<file path="config.mk">
export PLATFORM = sky130hd
export DESIGN_NAME = imem_uart_loader
export DESIGN_NICKNAME = d
export VERILOG_FILES = /design/src/rtl/imem_uart_loader.sv
export SDC_FILE = /design/constraint.sdc
export NUM_CORES = 1
export LEC_CHECK = 0
export ABC_CLOCK_PERIOD_IN_PS = 5900
export BUFFER_PORTS_ARGS = -buffer_cell sky130_fd_sc_hd__buf_2
export CORE_ASPECT_RATIO = 1.25
export CORE_MARGIN = 2
export CORE_UTILIZATION = 30
export DETAILED_ROUTE_END_ITERATION = 8
export PLACE_DENSITY = 0.45
export SLEW_MARGIN = 0
export SYNTH_ARGS = -nofsm -noshare
export SYNTH_HDL_FRONTEND = slang
export SYNTH_SLANG_ARGS = --single-unit
export TNS_END_PERCENT = 1
</file>
<file path="constraint.sdc">
create_clock -name clk -period 5.9 [get_ports clk]
set_clock_uncertainty 0.1 [all_clocks]
set_input_delay 0.295 -clock clk [delete_from_list [all_inputs] [get_ports clk]]
set_output_delay 0.295 -clock clk [all_outputs]
set_load 0.005 [all_outputs]
</file>
<file path="src/rtl/imem_uart_loader.sv">
// UART 8N1 program loader: a byte count followed by little-endian 32-bit words,
// each written to instruction memory through a single-cycle write port.
module imem_uart_loader #(
  parameter int unsigned CLKS_PER_BIT = 10416
) (
  input  logic        clk,
  input  logic        reset,
  input  logic        rx,
  output logic        we,
  output logic [7:0]  waddr,
  output logic [31:0] wdata,
  output logic        busy,
  output logic        done,
  output logic        frame_err
);

  localparam int unsigned TimerW = $clog2(CLKS_PER_BIT);
  localparam logic [TimerW-1:0] BitLast  = TimerW'(CLKS_PER_BIT - 1);
  localparam logic [TimerW-1:0] HalfLast = TimerW'(CLKS_PER_BIT / 2 - 1);

  typedef enum logic [1:0] {RIdle, RStart, RData, RStop} rx_state_e;
  typedef enum logic [1:0] {LIdle, LLoad, LWrite} ld_state_e;

  logic              rx_meta_q, rx_sync_q;
  rx_state_e         rstate_q, rstate_d;
  logic [TimerW-1:0] timer_q, timer_d;
  logic [2:0]        bit_idx_q, bit_idx_d;
  logic [7:0]        shreg_q, shreg_d;
  logic              byte_valid_q, byte_valid_d;
  logic              frame_bad_q, frame_bad_d;
  logic              frame_err_q;

  ld_state_e         lstate_q, lstate_d;
  logic [7:0]        count_q, count_d;
  logic [7:0]        word_idx_q, word_idx_d;
  logic [1:0]        byte_idx_q, byte_idx_d;
  logic [23:0]       asm_q, asm_d;
  logic [7:0]        waddr_q, waddr_d;
  logic [31:0]       wdata_q, wdata_d;
  logic              busy_q, busy_d;
  logic              done_q, done_d;
  logic [7:0]        word_next;

  // Synchronizer resets to the idle-high line level so reset never looks like a start bit.
  always_ff @(posedge clk or posedge reset) begin
    if (reset) begin
      rx_meta_q <= 1'b1;
      rx_sync_q <= 1'b1;
    end else begin
      rx_meta_q <= rx;
      rx_sync_q <= rx_meta_q;
    end
  end

  always_ff @(posedge clk or posedge reset) begin
    if (reset) begin
      rstate_q     <= RIdle;
      timer_q      <= '0;
      bit_idx_q    <= '0;
      shreg_q      <= '0;
      byte_valid_q <= 1'b0;
      frame_bad_q  <= 1'b0;
      frame_err_q  <= 1'b0;
    end else begin
      rstate_q     <= rstate_d;
      timer_q      <= timer_d;
      bit_idx_q    <= bit_idx_d;
      shreg_q      <= shreg_d;
      byte_valid_q <= byte_valid_d;
      frame_bad_q  <= frame_bad_d;
      frame_err_q  <= frame_err_q | frame_bad_q;
    end
  end

  always_comb begin
    rstate_d     = rstate_q;
    timer_d      = timer_q + 1'b1;
    bit_idx_d    = bit_idx_q;
    shreg_d      = shreg_q;
    byte_valid_d = 1'b0;
    frame_bad_d  = 1'b0;
    unique case (rstate_q)
      RIdle: begin
        timer_d = '0;
        if (!rx_sync_q) rstate_d = RStart;
      end
      RStart: begin
        // Mid-start-bit recheck rejects short low glitches.
        if (timer_q == HalfLast) begin
          timer_d   = '0;
          bit_idx_d = '0;
          rstate_d  = rx_sync_q ? RIdle : RData;
        end
      end
      RData: begin
        if (timer_q == BitLast) begin
          timer_d   = '0;
          shreg_d   = {rx_sync_q, shreg_q[7:1]};
          bit_idx_d = bit_idx_q + 1'b1;
          if (bit_idx_q == 3'd7) rstate_d = RStop;
        end
      end
      RStop: begin
        if (timer_q == BitLast) begin
          timer_d      = '0;
          rstate_d     = RIdle;
          byte_valid_d = rx_sync_q;
          frame_bad_d  = !rx_sync_q;
        end
      end
      default: rstate_d = RIdle;
    endcase
  end

  always_ff @(posedge clk or posedge reset) begin
    if (reset) begin
      lstate_q   <= LIdle;
      count_q    <= '0;
      word_idx_q <= '0;
      byte_idx_q <= '0;
      asm_q      <= '0;
      waddr_q    <= '0;
      wdata_q    <= '0;
      busy_q     <= 1'b0;
      done_q     <= 1'b0;
    end else begin
      lstate_q   <= lstate_d;
      count_q    <= count_d;
      word_idx_q <= word_idx_d;
      byte_idx_q <= byte_idx_d;
      asm_q      <= asm_d;
      waddr_q    <= waddr_d;
      wdata_q    <= wdata_d;
      busy_q     <= busy_d;
      done_q     <= done_d;
    end
  end

  assign word_next = word_idx_q + 1'b1;

  always_comb begin
    lstate_d   = lstate_q;
    count_d    = count_q;
    word_idx_d = word_idx_q;
    byte_idx_d = byte_idx_q;
    asm_d      = asm_q;
    waddr_d    = waddr_q;
    wdata_d    = wdata_q;
    busy_d     = busy_q;
    done_d     = done_q;
    unique case (lstate_q)
      LIdle: begin
        if (byte_valid_q) begin
          if (shreg_q == 8'd0) begin
            done_d = 1'b1;
            busy_d = 1'b0;
          end else begin
            count_d    = shreg_q;
            word_idx_d = '0;
            byte_idx_d = '0;
            busy_d     = 1'b1;
            done_d     = 1'b0;
            lstate_d   = LLoad;
          end
        end
      end
      LLoad: begin
        if (byte_valid_q) begin
          byte_idx_d = byte_idx_q + 1'b1;
          unique case (byte_idx_q)
            2'd0: asm_d[7:0]   = shreg_q;
            2'd1: asm_d[15:8]  = shreg_q;
            2'd2: asm_d[23:16] = shreg_q;
            default: begin
              // Output registers change only on a complete word.
              wdata_d  = {shreg_q, asm_q};
              waddr_d  = word_idx_q;
              lstate_d = LWrite;
            end
          endcase
        end
      end
      LWrite: begin
        word_idx_d = word_next;
        if (word_next == count_q) begin
          busy_d   = 1'b0;
          done_d   = 1'b1;
          lstate_d = LIdle;
        end else begin
          lstate_d = LLoad;
        end
      end
      default: lstate_d = LIdle;
    endcase
    if (frame_bad_q) begin
      lstate_d = LIdle;
      busy_d   = 1'b0;
    end
  end

  assign we        = (lstate_q == LWrite);
  assign waddr     = waddr_q;
  assign wdata     = wdata_q;
  assign busy      = busy_q;
  assign done      = done_q;
  assign frame_err = frame_err_q;

endmodule

</file>
; ---- Word-level counts from Yosys, hierarchy flattened
; Cells that the tools add are included.
[classes]
eq_ne = 25
bitwise_logic = 3
n_addsub = 4
n_mux = 40
reduce_logical = 24
[ops]
columns = op, n
row1 = one-hot mux 14 bit (3 select lines), 1
row2 = 2-to-1 mux 14 bit, 2
row3 = 2-to-1 mux 2 bit, 14
row4 = AND reduction 3 bit, 9
row5 = 2-to-1 mux 8 bit, 2
row6 = inequality test 2 bit (second input constant), 8
row7 = one-hot mux 8 bit (2 select lines), 1
row8 = adder 14 x 1 -> 14 bit (second input constant), 1
row9 = equality test 14 x 13 -> 1 bit (second input constant), 1
row10 = equality test 14 bit (second input constant), 1
row11 = 2-to-1 mux 1 bit, 12
row12 = inequality test 3 bit (second input constant), 4
row13 = adder 8 x 1 -> 8 bit (second input constant), 1
row14 = equality test 2 bit (second input constant), 4
row15 = equality test 8 bit, 1
row16 = logical NOT 8 bit, 1
row17 = one-hot mux 2 bit (4 select lines), 1
row18 = AND reduction 4 bit, 2
row19 = equality test 2 x 1 -> 1 bit (second input constant), 3
row20 = logical NOT 2 bit, 3
row21 = 2-to-1 mux 3 bit, 2
row22 = one-hot mux 2 bit (3 select lines), 1
row23 = one-hot mux 3 bit (2 select lines), 1
row24 = nonzero test 2 bit, 3
row25 = other kinds (15), 17
[word_totals]
register_bits = 118
input_bits = 3
out_inout_bits = 44

; ---- Longest topological paths before layout
[depth]
depth_word = 6
depth_mapped = 7
mapped_depth_nobuf = 6

; ---- Worst setup path after synthesis
; OpenSTA, ideal clock, no wires.
[synth_timing]
kind = register to register
startpoint = reg timer_q[0]
endpoint = reg bit_idx_q[1]
t_required_ns = 5.679
setup_slack_ns = 3.984
period_less_slack_ns = 1.916
t_arrival_ns = 1.695
path_stages_with_launch = 7
setup_ns = 0.121
cell_sequence = dfrtp_1 -> ha_1 -> and4_1 -> nand4_1 -> nor2_2 -> mux2_1 -> a22o_1
[synth_between]
elab_chain_cells = 3
[synth_lines]
columns = item, line_no
row1 = start: declaration, 26  ; logic [TimerW-1:0] timer_q, timer_d;
row2 = start signal: assignment, 66  ; timer_q <= timer_d;
row3 = equality test 14 bit / equality test 14 x 13 -> 1 bit (equally long branches), "96, 89"
row4 = inequality test 2 bit (no line), --
row5 = AND reduction 3 bit (no line) (*), --
row6 = end signal: assignment, 67  ; bit_idx_q <= bit_idx_d;
row7 = end: declaration, 27  ; logic [2:0] bit_idx_q, bit_idx_d;
; Mark *: on every way between the ends. The rest lies on a longest branch, timed or not.
; A chain may end at the register's enable or synchronous reset.

; ---- Worst setup path after layout
[layout_timing]
startpoint = reg timer_q[0]
endpoint = reg timer_q[12]
[layout_between]
elab_chain_cells = 3
[layout_lines]
columns = item, line_no
row1 = "adder 14 x 1 -> 14 bit, or another cell as far along", 77  ; timer_d = timer_q + 1'b1;
row2 = "2-to-1 mux 14 bit, on equally long branches", "96, 104, 89"
row3 = one-hot mux 14 bit (3 select lines) (*), 82  ; unique case (rstate_q)
row4 = via timer_d[12], 26
; Mark *: on every way through the listed nets, which the timed path passes. The rest lies on a longest branch.

==> impl_metrics.yaml <==
power_and_ir_drop:
  power_switching_w: 0.000362
  combinationalPowerShare_pct: 0.9
  power.leakage_nw: 3.17
  ir_worst_vdd_v: 0.000166
  swShare_pct: 18.2
  cellPowerDensity_mw_per_mm2: 321
  p_int_w: 0.00163
  seq_power_share_pct: 40.8
  clkPwrFrac_pct: 58.3
  total_power_w: 0.00199
detailed_routing:
  routedWlPerCell_um: 15.2
  drtAntennaViolNets: 0
  dr_total_vias: 3185
  drtIter0Drc: 175
  drcViolationCount: 0
  drt_wl_total_um: 10200
  dr.pass1.iters: 4
  viasPerCell: 4.73
floorplan:
  coreArea_mm2: 0.0166
  start_util_pct: 30.4
  dieHeight_um: 149
  die_x_um: 120
  die_area_mm2: 0.0179
  placementRows: 53
  io-pin-count: 47
logic_synthesis:
  syn_inst: 385
  ys_seq_area_share_pct: 58.4
  synthFlopType: "dfrtp_1"
  synth_top_area_share_pct: 57.4
  async_flop_share_pct: 100
  synth_area_per_cell_um2: 13.1
  synth.most_common_cell: "dfrtp_1"
  yosys-top-cells-count: "dfrtp_1, mux2_2, nor2_1, nand2_1, xor2_1"
  synthTopCellsByArea: "dfrtp_1, mux2_2, xor2_1"
  synth_edf_count: 0
  ys_ff_latch: 118
  ys_types: 53
  yosysWarnings: 0
  syn_nets: 396
  yosysTopAreaCell: "dfrtp_1"
  netlist_area_mm2: 0.00506
worst_hold_path:
  min-delay-start: "rx_meta_q"
  whs_endpoint: "rx_sync_q"
  hold_path_depth: 0
  min_path_type: "flip-flop to flip-flop"
timing:
  slew_violations: 0
  max_freq_mhz: 429
  fin_ws_ns: 3.57
  min_period_ns: 2.33
  final.setup.tns_ns: 0
  setup_viol: 0
  slew_headroom_pct: 25.6
  period_share_pct: 39.5
  rsz0062_at_grt: "no"
  final_hold_viol_count: 0
  tightest_slew_ns: 1.08
final_layout:
  nFillCells: 1600
  syn2layout_area_growth_pct: 22.6
  utilization_pct: 37.3
  nets: 451
  n_antenna_cell: 0
  drive_gt1_share_pct: 34.4
cts:
  post_cts_resized: 0
  cts-root-buf: "clkbuf_16"
  clkSlewWorstSetupHoldPaths_ns: 0.05
  htreeDepth: 4
  cts.sinks: 118
  cts_buffers: 17
  cts.path.max_buffers: 2
  insertion_delay_ns: 0.41
  post-cts-setup-buffers: 0
  cts_tree: "built"
critical_path:
  worstPathArrival_ns: 2.47
  critPathLaunchType: "flip-flop"
  rrSetupSlack_ns: 3.57
  required_ns: 6.04
  cp.depth: 6
  r2r_cells: 6
  cp-end-kind: "flip-flop"
  r2r-start: "timer_q[0]"
  path_class: "flip-flop to flip-flop"
  crit_family: "multiplexers"
  cp_max_fo: 14
  cp_slowest_cell: "mux2i_1"
  max_stage_delay_ns: 0.83
  crit_buf_inv: 0
  r2r_end: "timer_q[12]"
  path_cells: "ha_1 > nand4_1 > nor3_1 > a21oi_1 > mux2i_1 > nor2_1"
placement:
  place.gp.congestion: 0.795
  dp_hpwl_um: 6790
  io_buffers: 46
  pre_cts_slack_ns: 3.52
global_routing:
  grt_overflow: 0
  grt_pass1_vias: 3311
  grt_max_degree: 65
  grt_pass1_wl_um: 17500
  grt.total_usage_pct: 12.6
  grt_antenna_before_repair: 0
run:
  cap_violations: 0
outcome:
  outcome: "finished clean"
-- placed cells by master, fill, tap and decap left out, drive strengths merged, types with 3 or more instances in the layout --
master  synthesis  final
a21oi           6      6
a22o            4      4
a31oi           4      4
and3            7      7
buf             4     48
bufinv          0      6
clkbuf         10     24
dfrtp         116    116
ha              8      8
inv             5      5
mux2           83     83
nand2          20     20
nand3           4      4
nand4           9      9
nor2           27     27
nor2b           3      3
nor3            4      4
nor3b           3      3
o21ai          11     11
xnor2           8      8
xor2           13     13
-- flip-flops by register name (all words and copies together), names as in the netlist, named ones only --
signal        flops
frame_err         1
rx_sync_q         1
byte_idx_q        2
count_q           8
rstate_q          1
rx_meta_q         1
asm_q            24
frame_bad_q       1
waddr             8
bit_idx_q         3
done              1
timer_q          14
busy              1
word_idx_q        8
byte_valid_q      1
wdata            32
shreg_q           8
lstate_q          2
-- per-stage QoR --
step	std cells	hold WS [ns]	instance area (um2)
global route	673	0.257	6200
finish	673	0.252	6200
detailed placement	639	0.253	5520
global placement	639	0.248	5520
CTS	673	0.253	6200
floorplan	385	0.199	5060
-- area by class of cell --
class / count / area (um2) / share of cell area [%]
clock buffers: 24 / 472 / 7.60
multi-input cells: 248 / 2020 / 32.6
clock inverters: 8 / 194 / 3.13
well taps: 220 / 275 / 4.44
inverters: 5 / 21.3 / 0.343
flip-flops and latches: 118 / 2960 / 47.6
repair buffers: 50 / 265 / 4.28
-- repair_timing --
item                       in CTS  in global routing
setup endpoints to repair       0                  0
hold buffers                    2                  0
hold endpoints to repair       55                  0
-- cells by family (layout without fill, tap and decap cells) --
family / count (synthesis) / count (layout) / synth area share [%]
and+or+nand+nor: 92 / 92 / 9.52
adders and majority gates: 8 / 8 / 1.98
muxes: 85 / 85 / 18.9
buffers and inverters: 19 / 87 / 1.63
xor gates and xnor gates: 22 / 22 / 4.08
AOI/OAI and AO/OA: 41 / 41 / 5.49
DFF: 118 / 118 / 58.4
-- layer usage --
metal / global-route usage (%) / up-vias / part of all wire [%]
met4: 6.76 / 0 / 2.4
met5: 0 / - / 0
met1: 16.0 / 1611 / 44
met3: 3.21 / 19 / 3.9
li1: - / 1492 / -
met2: 19.7 / 63 / 49
-- worst reg2reg max path, cell delays in order, from the launching register on --
cell     delay [ns]
dfrtp_1        0.39
ha_1           0.23
nand4_1        0.13
nor3_1         0.22
a21oi_1        0.15
mux2i_1        0.83
nor2_1         0.13
-- power groups by stage --
stage	logic (W)	registers (W)	clock network [W]
floorplan	0.0000117	0.000826	0
global placement	0.0000183	0.000826	0
detailed placement	0.0000185	0.000826	0
CTS	0.0000196	0.000812	0.00119
global route	0.0000217	0.000811	0.00123
finish	0.0000177	0.000812	0.00116
-- worst max-delay path by stage --
stage / start / to / slack [ns]
final: timer_q[0] / timer_q[12] / 3.57
after global routing: timer_q[0] / timer_q[2] / 3.28
after CTS: byte_idx_q[0] / wdata[8] / 3.51
after detailed placement: byte_idx_q[0] / wdata[8] / 3.52
after global placement: byte_idx_q[0] / waddr[1] / 3.52
after floorplan: reset / asynchronous set/reset pin / 2.38
No activity file was read; power rests on OpenSTA's default activity.
